`config.mk`:
```
export PLATFORM = sky130hd
export DESIGN_NAME = fetch_unit
export DESIGN_NICKNAME = d
export VERILOG_FILES = /design/src/rtl/fetch_unit.sv
export SDC_FILE = /design/constraint.sdc
export NUM_CORES = 1
export LEC_CHECK = 0
export CORE_MARGIN = 8
export CORE_UTILIZATION = 45
export CTS_CLUSTER_DIAMETER = 150
export DETAILED_ROUTE_END_ITERATION = 10
export GPL_TIMING_DRIVEN = 0
export HOLD_SLACK_MARGIN = 0.02
export PLACE_DENSITY_LB_ADDON = 0.15
export SLEW_MARGIN = 0
export SYNTH_ARGS = -nofsm -noshare
export SYNTH_HDL_FRONTEND = slang
export SYNTH_SLANG_ARGS = --single-unit
```
`constraint.sdc`:
```
create_clock -name clock -period 3.6 [get_ports clock]
set_input_delay 0.72 -clock clock [delete_from_list [all_inputs] [get_ports clock]]
set_output_delay 0.72 -clock clock [all_outputs]
set_load 0.01 [all_outputs]
```
`src/rtl/fetch_unit.sv`:
```
// Instruction fetch: one outstanding word read, holds the result until decode takes it.
// Optional FETCH_TIMEOUT_EN adds a sticky fetch_fault after TIMEOUT_CYCLES without mem_ack.
module fetch_unit #(
    parameter int TIMEOUT_CYCLES = 16
) (
    input  logic        clock,
    input  logic        reset,
    input  logic [31:0] pc_value,
    input  logic        flush,
    input  logic        core_ready,
    input  logic [31:0] mem_rdata,
    input  logic        mem_ack,
    output logic        mem_req,
    output logic [31:0] mem_addr,
    output logic        pc_enable,
    output logic [31:0] instruction,
    output logic [31:0] instruction_pc,
    output logic        instruction_valid,
    output logic        fetch_fault
);

    typedef enum logic [1:0] {
        IDLE,
        WAIT,
        HOLD,
        DROP
    } state_t;

    state_t state;
    logic   timeout;

    assign pc_enable = flush | (state == HOLD && core_ready);

`ifdef FETCH_TIMEOUT_EN
    localparam int CW = $clog2(TIMEOUT_CYCLES + 1);

    logic [CW-1:0] wait_cnt;
    logic          busy;
    logic          leaving;

    // A flush in WAIT moves to DROP, which restarts the count.
    assign busy    = (state == WAIT) || (state == DROP);
    assign leaving = mem_ack || (state == WAIT && flush);
    assign timeout = busy && !leaving && (wait_cnt == CW'(TIMEOUT_CYCLES - 1));

    always_ff @(posedge clock or negedge reset) begin
        if (!reset) begin
            wait_cnt    <= '0;
            fetch_fault <= 1'b0;
        end else begin
            if (busy && !leaving && !timeout)
                wait_cnt <= wait_cnt + CW'(1);
            else
                wait_cnt <= '0;
            if (timeout)
                fetch_fault <= 1'b1;
        end
    end
`else
    logic unused_timeout_cfg;

    assign unused_timeout_cfg = ^TIMEOUT_CYCLES;
    assign timeout            = 1'b0;
    assign fetch_fault        = 1'b0;
`endif

    always_ff @(posedge clock or negedge reset) begin
        if (!reset) begin
            state             <= IDLE;
            mem_req           <= 1'b0;
            mem_addr          <= 32'h0;
            instruction       <= 32'h0;
            instruction_pc    <= 32'h0;
            instruction_valid <= 1'b0;
        end else begin
            unique case (state)
                IDLE: begin
                    if (!flush && !fetch_fault) begin
                        mem_addr <= {pc_value[31:2], 2'b00};
                        mem_req  <= 1'b1;
                        state    <= WAIT;
                    end
                end
                WAIT: begin
                    if (flush) begin
                        if (mem_ack) begin
                            mem_req <= 1'b0;
                            state   <= IDLE;
                        end else begin
                            state <= DROP;
                        end
                    end else if (mem_ack) begin
                        instruction       <= mem_rdata;
                        instruction_pc    <= mem_addr;
                        instruction_valid <= 1'b1;
                        mem_req           <= 1'b0;
                        state             <= HOLD;
                    end else if (timeout) begin
                        mem_req <= 1'b0;
                        state   <= IDLE;
                    end
                end
                HOLD: begin
                    if (flush || core_ready) begin
                        instruction_valid <= 1'b0;
                        state             <= IDLE;
                    end
                end
                DROP: begin
                    // The abandoned request stays up until memory answers it.
                    if (mem_ack || timeout) begin
                        mem_req <= 1'b0;
                        state   <= IDLE;
                    end
                end
                default: state <= IDLE;
            endcase
        end
    end

endmodule

```
==> flow_metrics.py <==
metrics = {
    "setup_path": {
        "critPathKind": "in -> out",
        "endpoint_kind": "output pin",
        "path_cells": "clkdlybuf4s50_1 > a21o_1 > clkdlybuf4s50_1",
        "start_kind": "primary input",
        "cpPeakStageDelay_ns": 0.58,
        "worstPathArrival_ns": 1.96,
        "cp_slowest_cell": "clkdlybuf4s50_1",
        "critPathMaxFanout": 7,
        "cpMostUsedCell": "clkdlybuf4s50_1",
        "required_ns": 2.88,
    },
    "sta": {
        "finalCritPeriodShare": 0.745,
        "worstMarginPinSlew_ns": 0.517,
        "fin_tns_setup_ns": 0,
        "rsz0062_at_grt": "false",
        "min_period_ns": 2.68,
        "maxSlewViolCount": 0,
        "timing.fmax_ghz": 0.373,
        "finalHoldViolations": 0,
        "maxSlewHeadroom": 0.655,
        "fin_ws_ns": 0.919,
        "skew_ns": 0.0157,
        "setup_viol": 0,
    },
    "clock_network": {
        "ctsRootBufferMaster": "clkbuf_8",
        "post_cts_resized": 0,
        "clk-insertion-delay-late_ns": 0.34,
        "clk_pin_slew_worst_paths_ns": 0.09,
        "hold_buffers": 0,
        "cts_setup_buffers": 0,
        "cts.htree.levels": 3,
        "cts_buffer_depth": 2,
        "cts_tree": "built",
        "cts_buffers": 9,
        "numClockSinks": 96,
    },
    "synth": {
        "synth-simple-area-share": 0.0208,
        "yosysMostFrequentCell": "dfrtp_1",
        "syn_area_sq_um": 3790,
        "ys.flop_type": "dfrtp_1",
        "avgSynthCellArea_sq_um": 17.2,
        "synth_largest_area_cell": "dfrtp_1",
        "syn_inst": 220,
        "ys_warn_count": 0,
        "synth_top_cells_by_count": "dfrtp_1 (96), mux2_2 (58), mux2_4 (30)",
        "synth_top_area_share": 0.634,
        "synth_compound_area_frac": 0.00792,
        "ys_top_cells_by_area": "dfrtp_1 (63%), mux2_2 (17%), mux2_4 (12%), buf_4 (2.0%), mux2_1 (1.2%)",
        "muxShareOfSynthArea": 0.303,
        "synth_edf_count": 0,
        "seq_area_frac_synth": 0.634,
        "yosysUniqueCellTypes": 21,
        "synth_fa_ha_area_frac": 0,
        "synth_top_family_by_area": "multiplexers",
        "ys_async_sr_fraction": 1.00,
        "ys_seq_elements": 96,
        "synthXorXnorAreaFrac": 0,
    },
    "floorplanning": {
        "die_y_um": 108,
        "core.rowCount": 33,
        "die_x_um": 108,
        "io_pins": 169,
        "core_sq_um": 8180,
        "start_util": 0.464,
        "dieArea_sq_um": 11600,
    },
    "place": {
        "placed_cell_area_sq_um": 5570,
        "port_buffers": 161,
        "pre_cts_ws_ns": 0.915,
        "place_congestion": 0.688,
        "dpl.hpwl_um": 6930,
    },
    "detailed_routing": {
        "drc_errors": 0,
        "routed_via_density": 4.75,
        "final_antenna_net_count": 0,
        "via_count": 2410,
        "first_pass_iters": 3,
        "drt_iter0_markers": 84,
        "finalWirelength_um": 9140,
        "wl_per_cell_um": 18.0,
    },
    "power_and_ir_drop": {
        "power_frac_seq": 0.386,
        "switchingPower_mw": 1.47,
        "power_frac_clock": 0.156,
        "p_int_mw": 3.54,
        "power.leakage_nw": 2.50,
        "p_total_mw": 5.01,
        "power.density_nw_per_um2": 864,
        "pwr-share-comb": 0.458,
        "peakVddDrop_uv": 441,
        "p_sw_frac": 0.293,
    },
    "grt": {
        "track_usage": 0.160,
        "grt_pass1_vias": 2751,
        "grt_pass1_wl_um": 14500,
        "grt_max_degree": 59,
        "overflow": 0,
        "antenna_found_initial": 0,
    },
    "job": {
        "maxCapViolations": 0,
    },
    "layout": {
        "drive_above_1_share": 0.311,
        "final_area_sq_um": 5800,
        "final_util": 0.710,
        "antennaDiodeCount": 0,
        "nNetsFinal": 466,
        "syn_to_final_growth_pct": 53.0,
    },
    "min_path": {
        "hold_path.class": "in -> async",
    },
    "outcome": {
        "status": "completed",
    },
}
## area by class of cell
cell class	count	area (sq um)
flip-flops and latches	96	2400
fillers	575	2370
repair buffers	162	1640
multi-input cells	111	1280
clock buffers	10	138
well taps	105	131
plain buffers	16	124
clock inverters	6	90.1
inverters	1	3.75
## metal layers
layer,routed length [um],track usage,vias up,part of all wire
li1,-,-,1105,-
met1,3530,0.179,1211,0.39
met2,4590,0.264,88,0.50
met3,916,0.0707,6,0.10
met4,100,0.0535,0,0.011
met5,0,0,-,0
## worst paths after layout
kind	from	end	slack, ns	cells after the start
max	flush	pc_enable	0.92	3
min	reset	instruction[31]	0.34	1
max reg2reg	state[1]	mem_addr[30]	2.01	3
min reg2reg	instruction_pc[30]	instruction_pc[30]	0.50	1
max in group asynchronous	reset	instruction_pc[3]	2.60	2
min in group clock	instruction_pc[30]	instruction_pc[30]	0.50	1
## critical path: cells and delay by family
kind / cells / cell delay, ns
AO/OA/AOI/OAI: 1 / 0.11
buffers and inverters: 2 / 1.13
## placed cells by master, fill, tap and decap left out, drive strengths merged
cell type / n
a21o: 2
and4bb: 1
buf: 17
bufinv: 2
clkbuf: 11
clkdlybuf4s50: 160
clkinv: 2
clkinvlp: 1
conb: 5
dfrtp: 96
inv: 2
mux2: 92
nand2: 1
nand2b: 2
nand4bb: 1
nor2: 1
nor2b: 1
nor3: 1
o211ai: 2
or3b: 1
or4b: 1
## cells by family (layout without fill, tap and decap cells)
logic type | Yosys count | after routing
buffers and inverters | 17 | 195
and+or+nand+nor | 10 | 10
other | 1 | 5
AOI/OAI and AO/OA | 4 | 4
DFF | 96 | 96
muxes | 92 | 92
## stage by stage
stage / hold WS [ns] / std cells
final: 0.343 / 507
after global routing: 0.356 / 507
after CTS: 0.349 / 507
after detailed placement: 0.479 / 491
after global placement: 0.463 / 490
after floorplan: 0.424 / 224
## power by group through the flow
stage / combinational (mW) / clock [mW] / sequential (mW)
finish: 2.30 / 0.782 / 1.94
global route: 2.45 / 0.849 / 2.02
CTS: 2.35 / 0.801 / 1.95
detailed placement: 2.34 / 0 / 1.96
global placement: 2.30 / 0 / 1.92
floorplan: 0.709 / 0 / 2.19
## flip-flops by register name, summed over array words and instances, names as in the netlist
signal             flops
instruction           32
instruction_pc        30
mem_addr              30
state                  2
instruction_valid      1
mem_req                1
No activity file was read; power rests on OpenSTA's default activity.
==> patch 1, RTL diff (same flow settings) <==
The 4 states of `state_t` get a Gray code encoding in 2 bits.
--- a/src/rtl/fetch_unit.sv
+++ b/src/rtl/fetch_unit.sv
@@ -22,6 +22,6 @@
     typedef enum logic [1:0] {
-        IDLE,
-        WAIT,
-        HOLD,
-        DROP
+        IDLE = 2'b00,
+        WAIT = 2'b01,
+        HOLD = 2'b11,
+        DROP = 2'b10
     } state_t;
Function: no difference found for any inputs over 4 cycles, from zero or initial values and one cycle with reset low; so few cycles prove little.
==> patch 1 against the unedited design <==
  * Synthesized area rose by 0.86%
  * Sequential cell count did not move
  * Routed wire length rose by 0.37%
  * Setup slack got worse by 0.15 ns
  * First-iteration DRC count fell by 68%
  * Non-clock buffer count fell by 2
  * Final area fell by 0.32%
  * Power fell by 0.54%
  * Worst hold slack got worse by 0.081 ns
  * Count of clock-buffer cells in the layout fell by 1
  * Synthesized cell count rose by 6.4%
  * Largest cell class unchanged
==> patch 1: results (changes against the unedited design) <==
status:
  run_status: "finished, final reports clean"  # unchanged
cells_and_area:
  filler_cell_count: 623  # was 575
  num-nets-final: 486  # was 466
  final_layout_size_suffix_gt1_frac: 0.291  # was 0.311
  finalNonFillerCells: 521  # was 507
placed_design:
  place_area_um2: 5610  # was 5570 µm²
  place_inst: 505  # was 491
  gp_congestion: 0.736  # was 0.688
  hpwl_mm: 7.12  # was 6.93 mm
grt:
  grt_usage: 0.159  # was 0.160
  grt_pass1_wl_mm: 14.4  # was 14.5 mm
  antenna_found_initial: 0  # unchanged
  grt_overflow: 0  # unchanged
  grt_pass1_vias: 2696  # was 2751
  grt_max_degree: 73  # was 59
power:
  p_leak_uw: 0.00249  # was 0.00250 µW
  power_switching_uw: 1570  # was 1470 µW
  powerClk_uw: 642  # was 782 µW
  p_seq_frac: 0.386  # about the same
  power.density_nw_per_um2: 862  # was 864 nW/µm²
  irDropWorstVdd_v: 0.000428  # was 0.000441 V
critical_path:
  cp.arrival_ns: 2.11  # was 1.96 ns
  cp_slowest_cell: "clkdlybuf4s50_1"  # unchanged
  reg2regPathDepth: 5  # was 3
  r2r_slack_ns: 1.91  # was 2.01 ns
  r2r_end: "instruction[31]"  # was mem_addr[30]
  critical_path.top_delay_family: "buffers and inverters"  # unchanged
  cp-startpoint: "flush"  # unchanged
  worstPathMaxFanout: 8  # was 7
logic_synthesis:
  synth_top_area_share: 0.628  # was 0.634
  synth_commonest_cells: "dfrtp_1 (96), mux2_2 (87), buf_6 (6), ha_1 (6), nand2_1 (6)"  # was dfrtp_1 (96), mux2_2 (58), mux2_4 (30)
  synth_seq_cells: 96  # unchanged
  syn_inst: 234  # was 220
  seq_area_frac_synth: 0.628  # was 0.634
  synth_adder_area_share: 0.0196  # was 0
  synth.area.top_cells: "dfrtp_1 (63%), mux2_2 (26%), ha_1 (2.0%)"  # was dfrtp_1 (63%), mux2_2 (17%), mux2_4 (12%)
  synthMuxAreaShare: 0.281  # was 0.303
  synth_cell_types: 20  # was 21
  synth_compound_area_frac: 0.0115  # was 0.00792
routing:
  drt_iter0_markers: 27  # was 84
  detail_route.wl_per_cell_um: 17.6  # was 18.0 µm
  firstDrtPassIters: 4  # was 3
  vias_per_cell: 4.83  # was 4.75
clock_tree:
  clkSlewWorstSetupHoldPaths_ns: 0.09  # about the same
  clkLatencyLatePin_ns: 0.36  # was 0.34 ns
  cts_buffer_depth: 2  # unchanged
  cts_resized: 0  # unchanged
  cts_root_buffer: "clkbuf_8"  # unchanged
timing:
  fin_crit_ns: 2.83  # was 2.68 ns
  final.setup_skew_ns: 0.0131  # was 0.0157 ns
job:
  drv_cap: 0  # unchanged
hold_path:
  hold_class: "primary input to asynchronous set/reset pin"  # unchanged
-- patch 1: worst min-delay path by stage --
stage | from | end | slack [ns] | depth (start not counted)
detailed placement | instruction_pc[10] | instruction_pc[10] | 0.48 | 1
finish | reset | instruction[5] | 0.26 | 1
CTS | reset | instruction[5] | 0.26 | 1
floorplan | reset | instruction[0] | 0.42 | 0
global route | reset | instruction[5] | 0.27 | 1
global placement | instruction[6] | instruction[6] | 0.47 | 1
-- patch 1: layout make-up --
type                    instances  area, µm²  share of cell area
repair buffers                162       1640               0.283
well taps                     105        131              0.0227
clock buffers                   9        124              0.0214
plain buffers                  14        146              0.0253
inverters                       4       15.0             0.00260
flip-flops and latches         96       2400               0.415
clock inverters                 7       52.6             0.00909
multi-input cells             124       1270               0.220
-- patch 1: per-layer routing --
metal,vias to the layer above,track usage,part of all wire
met5,-,0,0
met4,0,0.0535,0.012
met3,10,0.0625,0.10
met2,88,0.267,0.51
met1,1255,0.181,0.38
li1,1162,-,-
==> patch 2, RTL diff (same flow settings) <==
Made on the original files. Add a define of `FETCH_TIMEOUT_EN`.
--- a/src/rtl/fetch_unit.sv
+++ b/src/rtl/fetch_unit.sv
@@ -2,2 +2,4 @@
 // Optional FETCH_TIMEOUT_EN adds a sticky fetch_fault after TIMEOUT_CYCLES without mem_ack.
+`define FETCH_TIMEOUT_EN
+
 module fetch_unit #(
Behaviour: same outputs for any inputs over 4 cycles, from zero or initial values and one cycle with reset low; that may be too few to reach the edited logic, so the function may still have changed.
==> patch 2 against the unedited design <==
  * Final cell count increased by 8.3%
  * Clock skew decreased by 0.0036 ns
  * Largest cell class unchanged
  * Sequential cell count increased by 6
  * Non-clock buffer count increased by 1
  * Setup slack got worse by 0.18 ns
  * Count of clock-buffer cells in the layout increased by 1
  * Routed wire length increased by 6.5%
  * Critical path type unchanged
  * Global-route usage about the same
  * Power increased by 1.3%
  * Synthesized cell count increased by 18%
  * Final area increased by 4.1%
  * Synthesized area increased by 7.7%
==> patch 2: results (changes against the unedited design) <==
status:
  run_status: "finished, final reports clean"  # unchanged
critical_path:
  reg2regPathDepth: 6  # was 3
  worstPathMaxFanout: 9  # was 7
  cpPeakStageDelay_ns: 0.53  # was 0.58 ns
  cp_num_cells: 5  # was 3
  cp.arrival_ns: 2.14  # was 1.96 ns
  cp_slowest_cell: "clkdlybuf4s50_1"  # unchanged
  critical_path.top_delay_family: "buffers and inverters"  # unchanged
grt:
  grt_pass1_vias: 2949  # was 2751
  grt_pass1_wl_mm: 16.0  # was 14.5 mm
  grt_usage: 0.159  # was 0.160
  met2_usage: 0.239  # was 0.264
  globalRouteMet1Util: 0.199  # was 0.179
  grt_max_degree: 56  # was 59
  met3_usage: 0.0768  # was 0.0707
logic_synthesis:
  synth_adder_area_share: 0.0153  # was 0
  synth.area.top_cells: "dfrtp_1 (63%), mux2_2 (24%), buf_6 (2.5%)"  # was dfrtp_1 (63%), mux2_2 (17%), mux2_4 (12%)
  avgSynthCellArea_um2: 15.8  # was 17.2 µm²
  seq_area_frac_synth: 0.625  # was 0.634
  synth_cell_types: 33  # was 21
  synth_commonest_cells: "dfrtp_1 (102), mux2_2 (88), buf_6 (9)"  # was dfrtp_1 (96), mux2_2 (58), mux2_4 (30)
  synth_compound_area_frac: 0.0273  # was 0.00792
cells_and_area:
  num-nets-final: 510  # was 466
  filler_cell_count: 652  # was 575
  finalNonFillerCells: 549  # was 507
routing:
  dr_wl_met3_mm: 1.07  # was 916 µm
  routed_wl_mm: 9.73  # was 9.14 mm
  m1WireLength_mm: 4.22  # was 3.53 mm
  drt_iter0_markers: 77  # was 84
  vias_per_cell: 4.96  # was 4.75
  wl_met2_mm: 4.37  # was 4.59 mm
clock_tree:
  clkLatencyLatePin_ns: 0.35
  clkSlewWorstSetupHoldPaths_ns: 0.10
timing:
  final.setup_skew_ns: 0.0120  # was 0.0157 ns
placed_design:
  gp_congestion: 0.784  # was 0.688
  place_inst: 533  # was 491
  placement.io_buffers: 162  # was 161
  hpwl_mm: 7.35  # was 6.93 mm
  place_area_um2: 5870  # was 5570 µm²
power:
  power_switching_uw: 1580  # was 1470 µW
  sequentialPower_uw: 1990  # was 1940 µW
  irDropWorstVdd_v: 0.000401  # was 0.000441 V
  p_leak_uw: 0.00258  # was 0.00250 µW
  p_int_uw: 3500  # was 3540 µW
  power_frac_comb: 0.482  # was 0.458
[patch 2: cell types whose count changed in the layout (fill, tap and decap cells not counted), moves of 5 or more]
cell	change
buf_6	+6
mux2_2	+30
mux2_4	-30
o21ai_0	+6
nor2_1	+6
dfrtp_1	+6
buf_4	-5
ha_1	+5
[patch 2: worst paths after layout]
| check | startpoint | to | slack (ns) |
|---|---|---|---|
| min | reset | instruction[3] | 0.38 |
| min reg2reg | wait_cnt[0] | wait_cnt[0] | 0.46 |
| max reg2reg | wait_cnt[0] | state[1] | 1.87 |
| max | flush | pc_enable | 0.74 |
| min in group clock | wait_cnt[0] | wait_cnt[0] | 0.46 |
| max in group asynchronous | reset | mem_addr[29] | 2.52 |
[patch 2: final cells by class]
type	instances	area (µm²)	area share
Sequential cell	102	2550	0.422
Timing Repair Buffer	163	1650	0.273
Clock buffer	11	131	0.0217
Clock inverter	5	36.3	0.00601
Tap cell	108	135	0.0224
Buffer	16	158	0.0261
Multi-Input combinational cell	139	1360	0.226
Inverter	5	18.8	0.00311
